$ cat config.mk
export PLATFORM = sky130hd
export DESIGN_NAME = tick_pwm_timer_flat
export DESIGN_NICKNAME = d
export VERILOG_FILES = /design/src/rtl/tick_pwm_timer_if.sv /design/src/rtl/tick_pwm_timer.sv /design/src/flat_wrapper.sv
export SDC_FILE = /design/constraint.sdc
export NUM_CORES = 1
export LEC_CHECK = 0
export ABC_AREA = 0
export CORE_ASPECT_RATIO = 1.75
export CORE_MARGIN = 3
export CORE_UTILIZATION = 40
export CTS_BUF_LIST = sky130_fd_sc_hd__clkbuf_16
export DETAILED_ROUTE_END_ITERATION = 8
export SLEW_MARGIN = 20
export SYNTH_ARGS = -nofsm -noshare
export SYNTH_HDL_FRONTEND = slang
export SYNTH_SLANG_ARGS = --single-unit
$ cat constraint.sdc
create_clock -name clk -period 7.5 [get_ports clk]
set_input_delay 0.75 -clock clk [delete_from_list [all_inputs] [get_ports clk]]
set_output_delay 0.75 -clock clk [all_outputs]
set_load 0.05 [all_outputs]
$ cat src/rtl/tick_pwm_timer_if.sv
`default_nettype none
// ============================================================================
//  Module      : tick_pwm_timer_if
//  Description : Control/status bundle of the tick-driven PWM timer.
//                The master side drives ticks and configuration; the
//                slave side (the timer) returns the waveform and status.
//  Revision    : 1.0 - initial release
// ============================================================================
interface tick_pwm_timer_if #(
    parameter int CNT_W = 8
);
    logic             tick_in;
    logic             tick_mode;
    logic             run;
    logic [CNT_W-1:0] period;
    logic [CNT_W-1:0] duty;
    logic             cfg_load;
    logic             pwm_out;
    logic             wrap_pulse;
    logic [CNT_W-1:0] cnt;
    logic             cfg_pend;

    modport master (
        output tick_in, tick_mode, run, period, duty, cfg_load,
        input  pwm_out, wrap_pulse, cnt, cfg_pend
    );

    modport slave (
        input  tick_in, tick_mode, run, period, duty, cfg_load,
        output pwm_out, wrap_pulse, cnt, cfg_pend
    );
endinterface
`default_nettype wire

$ cat src/rtl/tick_pwm_timer.sv
`default_nettype none
// ============================================================================
//  Module      : tick_pwm_timer
//  Description : Period/duty PWM timer advanced by the divider tick enable.
//                Period and duty are double-buffered and only change on a
//                period boundary (or when the timer is idle/stopped).
//  Revision    : 1.0 - initial release
// ============================================================================
module tick_pwm_timer #(
    parameter int CNT_W = 8
) (
    input  wire logic         clk,
    input  wire logic         rstn,
    tick_pwm_timer_if.slave   bus
);

    typedef enum logic [0:0] {
        ST_IDLE = 1'b0,
        ST_RUN  = 1'b1
    } state_t;

    localparam logic [CNT_W-1:0] c_one = {{(CNT_W-1){1'b0}}, 1'b1};

    state_t           r_state;
    logic [CNT_W-1:0] r_cnt;
    logic             r_pwm;
    logic             r_wrap;
    logic             r_cfg_pend;
    logic             r_tick_q;
    logic [CNT_W-1:0] r_period_sh;
    logic [CNT_W-1:0] r_duty_sh;
    logic [CNT_W-1:0] r_period_pend;
    logic [CNT_W-1:0] r_duty_pend;

    state_t           w_state_nx;
    logic [CNT_W-1:0] w_cnt_nx;
    logic             w_pwm_nx;
    logic             w_wrap_nx;
    logic             w_cfg_pend_nx;
    logic [CNT_W-1:0] w_period_sh_nx;
    logic [CNT_W-1:0] w_duty_sh_nx;
    logic [CNT_W-1:0] w_period_pend_nx;
    logic [CNT_W-1:0] w_duty_pend_nx;
    logic             w_tick;
    logic             w_at_end;

    // Tick qualifier: rising edge of tick_in, or every high cycle in level mode.
    always_comb begin
        w_tick   = bus.tick_mode ? bus.tick_in : (bus.tick_in & ~r_tick_q);
        w_at_end = (r_cnt == r_period_sh);
    end

    // Next-state, counter and double-buffer update logic.
    always_comb begin
        w_state_nx       = r_state;
        w_cnt_nx         = r_cnt;
        w_wrap_nx        = 1'b0;
        w_cfg_pend_nx    = r_cfg_pend;
        w_period_sh_nx   = r_period_sh;
        w_duty_sh_nx     = r_duty_sh;
        w_period_pend_nx = r_period_pend;
        w_duty_pend_nx   = r_duty_pend;

        case (r_state)
            ST_IDLE: begin
                // Nothing is running, so configuration lands directly.
                w_cnt_nx      = '0;
                w_cfg_pend_nx = 1'b0;
                if (bus.cfg_load) begin
                    w_period_sh_nx = bus.period;
                    w_duty_sh_nx   = bus.duty;
                end
                if (bus.run) begin
                    w_state_nx = ST_RUN;
                end
            end
            ST_RUN: begin
                if (!bus.run) begin
                    // Stopping is a boundary: flush any waiting config,
                    // but a fresh load in this cycle is the newest value.
                    w_state_nx    = ST_IDLE;
                    w_cnt_nx      = '0;
                    w_cfg_pend_nx = 1'b0;
                    if (r_cfg_pend) begin
                        w_period_sh_nx = r_period_pend;
                        w_duty_sh_nx   = r_duty_pend;
                    end
                    if (bus.cfg_load) begin
                        w_period_sh_nx = bus.period;
                        w_duty_sh_nx   = bus.duty;
                    end
                end else if (w_tick && w_at_end) begin
                    // Period boundary: a coincident load bypasses the pending stage.
                    w_cnt_nx      = '0;
                    w_wrap_nx     = 1'b1;
                    w_cfg_pend_nx = 1'b0;
                    if (bus.cfg_load) begin
                        w_period_sh_nx = bus.period;
                        w_duty_sh_nx   = bus.duty;
                    end else if (r_cfg_pend) begin
                        w_period_sh_nx = r_period_pend;
                        w_duty_sh_nx   = r_duty_pend;
                    end
                end else begin
                    if (w_tick) begin
                        w_cnt_nx = r_cnt + c_one;
                    end
                    if (bus.cfg_load) begin
                        w_period_pend_nx = bus.period;
                        w_duty_pend_nx   = bus.duty;
                        w_cfg_pend_nx    = 1'b1;
                    end
                end
            end
            default: begin
                w_state_nx = ST_IDLE;
                w_cnt_nx   = '0;
            end
        endcase

        // PWM is computed from next-cycle values so it stays aligned with cnt.
        w_pwm_nx = (w_state_nx == ST_RUN) && (w_cnt_nx < w_duty_sh_nx);
    end

    // State and datapath registers with synchronous active-low reset.
    always_ff @(posedge clk) begin
        if (!rstn) begin
            r_state       <= ST_IDLE;
            r_cnt         <= '0;
            r_pwm         <= 1'b0;
            r_wrap        <= 1'b0;
            r_cfg_pend    <= 1'b0;
            r_tick_q      <= 1'b0;
            r_period_sh   <= '1;
            r_duty_sh     <= '0;
            r_period_pend <= '0;
            r_duty_pend   <= '0;
        end else begin
            r_state       <= w_state_nx;
            r_cnt         <= w_cnt_nx;
            r_pwm         <= w_pwm_nx;
            r_wrap        <= w_wrap_nx;
            r_cfg_pend    <= w_cfg_pend_nx;
            r_tick_q      <= bus.tick_in;
            r_period_sh   <= w_period_sh_nx;
            r_duty_sh     <= w_duty_sh_nx;
            r_period_pend <= w_period_pend_nx;
            r_duty_pend   <= w_duty_pend_nx;
        end
    end

    // Output drive.
    always_comb begin
        bus.cnt        = r_cnt;
        bus.pwm_out    = r_pwm;
        bus.wrap_pulse = r_wrap;
        bus.cfg_pend   = r_cfg_pend;
    end

endmodule
`default_nettype wire
$ cat src/flat_wrapper.sv
// flat-port wrapper written by rule: the top's interface ports become plain ports
module tick_pwm_timer_flat 
#(
    parameter int CNT_W = 8
)
  (clk, rstn, bus_tick_in, bus_tick_mode, bus_run, bus_period, bus_duty, bus_cfg_load, bus_pwm_out, bus_wrap_pulse, bus_cnt, bus_cfg_pend);
  tick_pwm_timer_if #(.CNT_W(CNT_W)) bus_i ();
  input  wire logic clk;
  input  wire logic rstn;
  input wire logic [$bits(bus_i.tick_in)-1:0] bus_tick_in;
  input wire logic [$bits(bus_i.tick_mode)-1:0] bus_tick_mode;
  input wire logic [$bits(bus_i.run)-1:0] bus_run;
  input wire logic [$bits(bus_i.period)-1:0] bus_period;
  input wire logic [$bits(bus_i.duty)-1:0] bus_duty;
  input wire logic [$bits(bus_i.cfg_load)-1:0] bus_cfg_load;
  output wire logic [$bits(bus_i.pwm_out)-1:0] bus_pwm_out;
  output wire logic [$bits(bus_i.wrap_pulse)-1:0] bus_wrap_pulse;
  output wire logic [$bits(bus_i.cnt)-1:0] bus_cnt;
  output wire logic [$bits(bus_i.cfg_pend)-1:0] bus_cfg_pend;
  assign bus_i.tick_in = bus_tick_in;
  assign bus_i.tick_mode = bus_tick_mode;
  assign bus_i.run = bus_run;
  assign bus_i.period = bus_period;
  assign bus_i.duty = bus_duty;
  assign bus_i.cfg_load = bus_cfg_load;
  assign bus_pwm_out = bus_i.pwm_out;
  assign bus_wrap_pulse = bus_i.wrap_pulse;
  assign bus_cnt = bus_i.cnt;
  assign bus_cfg_pend = bus_i.cfg_pend;
  tick_pwm_timer #(.CNT_W(CNT_W)) u_core (.clk(clk), .rstn(rstn), .bus(bus_i));
endmodule
## After elaboration in Yosys (flattened, before gate mapping)

Cells that the tools add are included.
W data, S select, Z words.

| word-level totals | value |
|---|---|
| output and inout bits | 11 |
| input port bits | 22 |
| register bits after elaboration | 45 |
| word-level logic and storage cells | 48 |

| operators by class | value |
|---|---|
| order comparisons | 1 |
| bitwise logic cells | 4 |
| multiplexer cells | 23 |
| equal/unequal tests | 4 |
| add/subtract/negate cells | 1 |
| reductions and logical operators | 5 |

Operators by type and width:

| operator | count |
|---|---|
| $mux W8 | 13 |
| $pmux W8 S2 | 3 |
| $add A8 B1 Y8 const B | 1 |
| $eq A8 B8 Y1 | 1 |
| $lt A8 B8 Y1 | 1 |
| $mux W1 | 6 |
| $ne A4 B4 Y1 const B | 1 |
| $reduce_and A4 Y1 | 1 |
| $ne A3 B3 Y1 const B | 1 |
| $not A1 Y1 | 3 |
| $reduce_and A3 Y1 | 1 |
| $logic_and A1 B1 Y1 | 2 |
| $ne A2 B2 Y1 const B | 1 |
| $pmux W1 S2 | 1 |
| $reduce_and A2 Y1 | 1 |
| $and A1 B1 Y1 | 1 |

## Logic depth before layout (Yosys ltp)

| logic depth | value |
|---|---|
| depth in word-level cells | 9 |
| gate-level depth with buffers | 12 |

## Least setup slack after synthesis

No wires, ideal clock.

| timing path | value |
|---|---|
| path kind | flip-flop to flip-flop |
| start | reg u_core.r_cnt[0], in the netlist u_core.bus.cnt[0] |
| end | reg u_core.r_pwm, in the netlist u_core.bus.pwm_out |
| stages on the path, launching flop included | 12 |
| required time | 7.421 ns |
| buffers on the path | 0 |
| path slack | 4.252 ns |
| data arrival time | 3.169 ns |
| path through | dfxtp_1 > xnor2_2 > nand4_4 > o41ai_4 > mux2i_1 > or2_1 > ha_1 > a21o_1 > a211oi_1 > and3_1 > nand2_1 > o211ai_1 |

| between the ends | value |
|---|---|
| longest elaborated chain between the ends | 7 |

Ends and longest elaborated chain:

| item | line | RTL |
|---|---|---|
| from (decl) | tick_pwm_timer.sv:25 | `logic [CNT_W-1:0] r_cnt;` |
| from (signal assigned) | tick_pwm_timer.sv:140 | `r_cnt <= w_cnt_nx;` |
| $add A8 B1 Y8 or $eq A8 B8 Y1 (tied branches) | tick_pwm_timer.sv:106, tick_pwm_timer.sv:50 |  |
| $mux W8 or $logic_and A1 B1 Y1 (tied branches) | tick_pwm_timer.sv:105, tick_pwm_timer.sv:92 |  |
| $mux W8 | tick_pwm_timer.sv:92 | `end else if (w_tick && w_at_end) begin` |
| $mux W8 | tick_pwm_timer.sv:78 | `if (!bus.run) begin` |
| $pmux W8 S2 | tick_pwm_timer.sv:64 | `case (r_state)` |
| $lt A8 B8 Y1 * | tick_pwm_timer.sv:122 | `w_pwm_nx = (w_state_nx == ST_RUN) && (w_cnt_nx < w_duty_sh_nx);` |
| $logic_and A1 B1 Y1 * | tick_pwm_timer.sv:122 |  |
| to (signal assigned) | tick_pwm_timer.sv:141 | `r_pwm <= w_pwm_nx;` |
| to (decl) | tick_pwm_timer.sv:26 | `logic r_pwm;` |

Mark *: on every way between the ends. The rest lies on a longest branch, timed or not.
A chain may end at the register's enable or synchronous reset.

## Worst setup path after layout

| timing path | value |
|---|---|
| start | in bus_tick_mode |
| end | reg u_core.r_pwm, in the netlist u_core.bus.pwm_out |

| between the ends | value |
|---|---|
| longest elaborated chain between the ends | 7 |

Ends and longest elaborated chain:

| item | line | RTL |
|---|---|---|
| from (decl) | flat_wrapper.sv:11 | `input wire logic [$bits(bus_i.tick_mode)-1:0] bus_tick_mode;` |
| $mux W1 * | tick_pwm_timer.sv:49 | `w_tick = bus.tick_mode ? bus.tick_in : (bus.tick_in & ~r_tick_q);` |
| $mux W8 or $logic_and A1 B1 Y1 (tied branches) | tick_pwm_timer.sv:105, tick_pwm_timer.sv:92 |  |
| $mux W8 | tick_pwm_timer.sv:92 |  |
| $mux W8 | tick_pwm_timer.sv:78 |  |
| $pmux W8 S2 | tick_pwm_timer.sv:64 |  |
| $lt A8 B8 Y1 * | tick_pwm_timer.sv:122 |  |
| $logic_and A1 B1 Y1 * | tick_pwm_timer.sv:122 |  |

Marked as above.

==> flow_metrics.py <==
metrics = {
    "clocking": {
        "numCtsBuffers": 5,
        "cts-hold-fix-buffers": 0,
        "clk_path_buf_depth": 2,
        "cts_setup_buffers": 0,
        "ctsResizeCount": 0,
        "clk_pin_slew_ps": 60,
        "htree_levels": 2,
        "root_buffer": "clkbuf_16",
        "clock_latency_ps": 280,
        "cts_sinks": 45,
        "cts_tree": "done",
    },
    "critical_path": {
        "r2r_start": "u_core.bus.cnt[0]$_SDFF_PN0_",
        "worstSetupPathType": "input pin to flip-flop",
        "reg2reg_depth": 11,
        "cp_slowest_cell": "o41ai_4",
        "rrSetupSlack_ps": 4250,
        "start_kind": "input pin",
        "path_buf_inv": 1,
        "critical-path-top-delay-family": "compound AO/OA/AOI/OAI gates",
        "arrival_ps": 3830,
        "critPathCaptureType": "flip-flop",
        "crit_required_ps": 7700,
        "r2r_end": "u_core.bus.pwm_out$_SDFF_PN0_",
        "worstPathCellList": "clkdlybuf4s50_1, or2b_2, nand4_4, o41ai_4, mux2i_1, or2_1, ha_1, a21o_1, a211oi_1, and3_1, nand2_1, o211ai_1",
        "max_stage_delay_ps": 730,
        "cp_max_fo": 8,
    },
    "route": {
        "drtIter0Drc": 106,
        "wl_um": 5670,
        "route.detailed.drc": 0,
        "first_pass_iters": 4,
        "routedWlPerCell_um": 13.8,
        "ant_nets": 0,
        "vias": 2080,
        "via_per_inst": 5.07,
    },
    "synthesis": {
        "netlist_instances": 304,
        "yosys_warnings": 0,
        "synthTopCellsByCount": "nand2_1 (60), dfxtp_1 (45), mux2i_1 (40)",
        "avgSynthCellArea_um2": 9.08,
        "syn_area_um2": 2760,
        "yosys-top-cells-area": "dfxtp_1 (33%), mux2i_1 (15%), nand2_1 (8.2%)",
        "post-synth-top-count-cell": "nand2_1",
        "synth_nets": 334,
        "yosysSeqAreaShare_pct": 32.6,
        "ys_seq_elements": 45,
        "async_flop_share_pct": 0,
        "synth_top_area_cell": "dfxtp_1",
        "yosysTopAreaCellShare_pct": 32.6,
        "synth-edff-count": 0,
        "synth_flop_cell": "dfxtp_1",
        "synth_cell_type_count": 47,
    },
    "hold_path": {
        "min_path_type": "flip-flop to flip-flop",
        "hold_depth": 2,
        "hold-path-endpoint": "u_core.r_duty_pend[5]$_SDFFE_PN0P_",
        "worstHoldStart": "u_core.r_duty_pend[5]$_SDFFE_PN0P_",
    },
    "global_route": {
        "grt_start_max_net_pins": 61,
        "overflow": 0,
        "grt_first_pass_wirelength_um": 9710,
        "grt_use_total_pct": 15.8,
        "grt_pass1_vias": 2072,
        "antenna_found_initial": 0,
    },
    "place": {
        "place_hpwl_um": 4170,
        "portBuffers": 32,
        "routabilityCongestion": 0.776,
        "dp.cells": 402,
    },
    "floorplan": {
        "start_util_pct": 41.6,
        "rows": 39,
        "die_area_um2": 7970,
        "ios": 33,
        "fp.dieH_um": 116,
        "core-area_um2": 6640,
        "chipWidth_um": 68.8,
    },
    "sta": {
        "timing.final.crit_share_pct": 48.4,
        "skew_ps": 3.15,
        "setup_viol": 0,
        "min_period_ps": 3630,
        "max_slew_margin_pct": 30.2,
        "rsz0062_at_grt": "no",
        "tns_ps": 0,
        "worst_pin_slew_ps": 1040,
        "slew_violations": 0,
        "clock.fmax_mhz": 275,
        "hold_violations": 0,
    },
    "pwr": {
        "ir_worst_vdd_mv": 0.129,
        "power_density_nw_per_um2": 170,
        "leakage_nw": 1.22,
    },
    "flow_run": {
        "maxCapViolations": 0,
    },
    "status": {
        "status": "completed",
    },
    "final_layout": {
        "nFillCells": 700,
        "antenna_cells": 0,
        "fin_nets": 357,
        "instances_no_fill": 410,
        "areaGrowthSynthToFinish_pct": 16.3,
        "drive_above_1_share_pct": 12.8,
    },
}
sequential cells by signal (all words and copies together) (netlist names):
register,cells
u_core.r_period_pend,8
u_core.bus.cnt,8
u_core.r_duty_sh,8
u_core.bus.wrap_pulse,1
u_core.r_tick_q,1
u_core.r_period_sh,8
u_core.r_duty_pend,8
u_core.bus.pwm_out,1
u_core.bus.cfg_pend,1
u_core.r_state,1
cells in the final DEF, fill, tap and decap left out, drive strengths merged, types with 4 or more instances in the layout:
cell type / count
a211oi: 7
and2: 12
clkbuf: 5
clkdlybuf4s50: 31
dfxtp: 45
ha: 8
mux2: 8
mux2i: 40
nand2: 61
nand2b: 11
nand3: 4
nor2: 16
nor3b: 6
o211ai: 7
o21ai: 4
or2: 8
or2b: 7
xnor2: 11
xor2: 4
cell families after synthesis:
family,count (synthesis),synth area share [%]
adder cells (fa/ha/maj),8,3.63
AND/OR/NAND/NOR,138,27.2
XOR/XNOR,15,5.30
flip-flops,45,32.6
buffers and inverters,19,4.40
AO/OA/AOI/OAI,31,9.02
multiplexers,48,17.8
area by class of cell:
class / count / area [um^2] / share of cell area, %
multi-input combinational: 240 / 1740 / 54.2
sequential: 45 / 901 / 28.1
timing repair buffer: 33 / 323 / 10.1
clock buffer: 5 / 125 / 3.90
tap: 82 / 103 / 3.20
clock inverter: 3 / 12.5 / 0.390
inverter: 2 / 7.51 / 0.234
routing by layer:
layer / up-vias / share of wire [%] / GRT usage (%)
li1: 1096 / - / -
met1: 944 / 46 / 19.6
met2: 33 / 51 / 27.6
met3: 7 / 2.4 / 2.04
met4: 0 / 1.4 / 4.69
met5: - / 0 / 0
how the worst max path moves through the flow:
| stage | to | from | cells past startpoint |
|---|---|---|---|
| floorplan | u_core.bus.pwm_out$_SDFF_PN0_ | u_core.bus.cnt[0]$_SDFF_PN0_ | 11 |
| global placement | u_core.bus.pwm_out$_SDFF_PN0_ | bus_tick_mode | 12 |
| detailed placement | u_core.bus.pwm_out$_SDFF_PN0_ | bus_tick_mode | 12 |
| CTS | u_core.bus.pwm_out$_SDFF_PN0_ | bus_tick_mode | 12 |
| global route | u_core.bus.pwm_out$_SDFF_PN0_ | bus_tick_mode | 12 |
| finish | u_core.bus.pwm_out$_SDFF_PN0_ | bus_tick_mode | 12 |
power breakdown:
| group | total (mW) | switching, mW | leakage [nW] | internal [mW] |
|---|---|---|---|---|
| sequential | 0.256 | 0.00684 | 0.368 | 0.249 |
| combinational | 0.0824 | 0.0416 | 0.785 | 0.0409 |
| clock | 0.208 | 0.0877 | 0.0687 | 0.121 |
worst reg2reg max path, cell delays in order, from the launching register on:
cell	delay, ps
dfxtp_1	500
xnor2_2	170
nand4_4	160
o41ai_4	730
mux2i_1	180
or2_1	260
ha_1	290
a21o_1	180
a211oi_1	270
and3_1	220
nand2_1	60
o211ai_1	150
through the flow:
stage	setup WS [ps]	power (mW)	utilization [%]	instance area (um^2)	hold slack, ps
CTS	3830	0.554	48.4	3210	456
global route	3630	0.574	48.4	3210	471
finish	3870	0.546	48.4	3210	453
global placement	3610	0.343	46.3	3070	437
detailed placement	3540	0.344	46.3	3070	447
floorplan	4250	0.321	-	2760	430
(Power assumes the default switching activity.)
==> variant (same flow settings) <==
Make the reset (`rstn`) asynchronous in one clocked block. Comments in the files are not updated.
--- a/src/rtl/tick_pwm_timer.sv
+++ b/src/rtl/tick_pwm_timer.sv
@@ -123,7 +123,7 @@
     end
 
     // State and datapath registers with synchronous active-low reset.
-    always_ff @(posedge clk) begin
+    always_ff @(posedge clk or negedge rstn) begin
         if (!rstn) begin
             r_state       <= ST_IDLE;
             r_cnt         <= '0;
Formal check against the unedited RTL: differs if rstn is asserted again (counterexample within 4 cycles, from zero or initial values and one cycle with rstn low); with rstn held inactive, the same outputs for 4 cycles.
==> variant against the unedited design <==
- count of clock-buffer cells in the layout unchanged
- wire length down 4.5%
- area after synthesis down 9.8%
- core utilization up 2.5 points
- die area down 9.2%
- critical endpoint is now u_core.bus.pwm_out
- total power up 22%
- maximum frequency down 6.1%
- final area down 5.3%
- largest power group unchanged
- sequential cell count unchanged
- first-iteration DRC count down 39%
- non-clock buffer count unchanged
- global-route usage up 0.99 points
- worst setup slack worse by 240 ps
==> variant: results <==
{
  "hold_class": "in2async",
  "cp.arrival_ps": 4050,
  "nFillCells": 545,
  "multi_input_area_um2": 1279,
  "first_global_vias": 1851,
  "synth.distinct_cells": 48,
  "wl_met1_um": 2206,
  "met2WireLength_um": 2872,
  "grt_use_total_pct": 16.76,
  "synth-main-ff-cell": "dfrtp_1",
  "ys_seq_area_share_pct": 45.65,
  "wire_per_inst_um": 16.26,
  "syn-num-nets": 255,
  "place_hpwl_um": 4001,
  "synthMuxAreaShare_pct": 16.14,
  "die_w_um": 65.63,
  "multi_input_comb_cells": 164,
  "critical_path.max_fanout": 14,
  "dpl_cell_area_um2": 2850,
  "area_delta_synth_final_pct": 22.07,
  "worst_path_largest_cell_delay_ps": 600,
  "status": "finished clean",
  "gr-usage-met1_pct": 18.51,
  "slowest_stage": "o31ai_4",
  "drtIter0Drc": 65,
  "r2r_slack_ps": 4030,
  "viasPerCell": 5.420,
  "gp_congestion": 0.8307,
  "clk_share_pct": 5.272,
  "r2r_start": "u_core.r_period_sh[6]",
  "synth_fa_ha_area_share_pct": 4.022,
  "grt_util_met3_pct": 2.231,
  "critPathCapture": "u_core.bus.pwm_out",
  "slew_headroom_pct": 32.54,
  "synth-compound-area-share_pct": 13.57
}
[variant: cell count changes after synthesis, sizes merged, moves of 9 or more]
cell,unedited run,this run
mux2,8,33
clkbuf,15,5
dfrtp,0,37
a21oi,2,13
and2,12,3
dfxtp,45,0
nand2,61,10
mux2i,40,3
[variant: per-stage QoR]
step / hold WS (ps) / total power [W] / std cells / setup slack, ps
after detailed placement: 481.3 / 0.0004311 / 325 / 3302
final: 436.1 / 0.0006686 / 333 / 3633
after global placement: 469.6 / 0.0004279 / 325 / 3462
after floorplan: 454.4 / 0.0003902 / 225 / 4283
after global routing: 466.5 / 0.0007040 / 333 / 3242
after CTS: 495.4 / 0.0006762 / 332 / 3599
[variant: power groups by stage]
stage | combinational [W] | clock (W) | sequential (W)
after CTS | 0.000123 | 0.000249 | 0.000304
after global routing | 0.000137 | 0.000258 | 0.000309
final | 0.000123 | 0.000242 | 0.000304
after global placement | 0.000121 | 0 | 0.000307
after floorplan | 0.0000847 | 0 | 0.000306
after detailed placement | 0.000123 | 0 | 0.000308
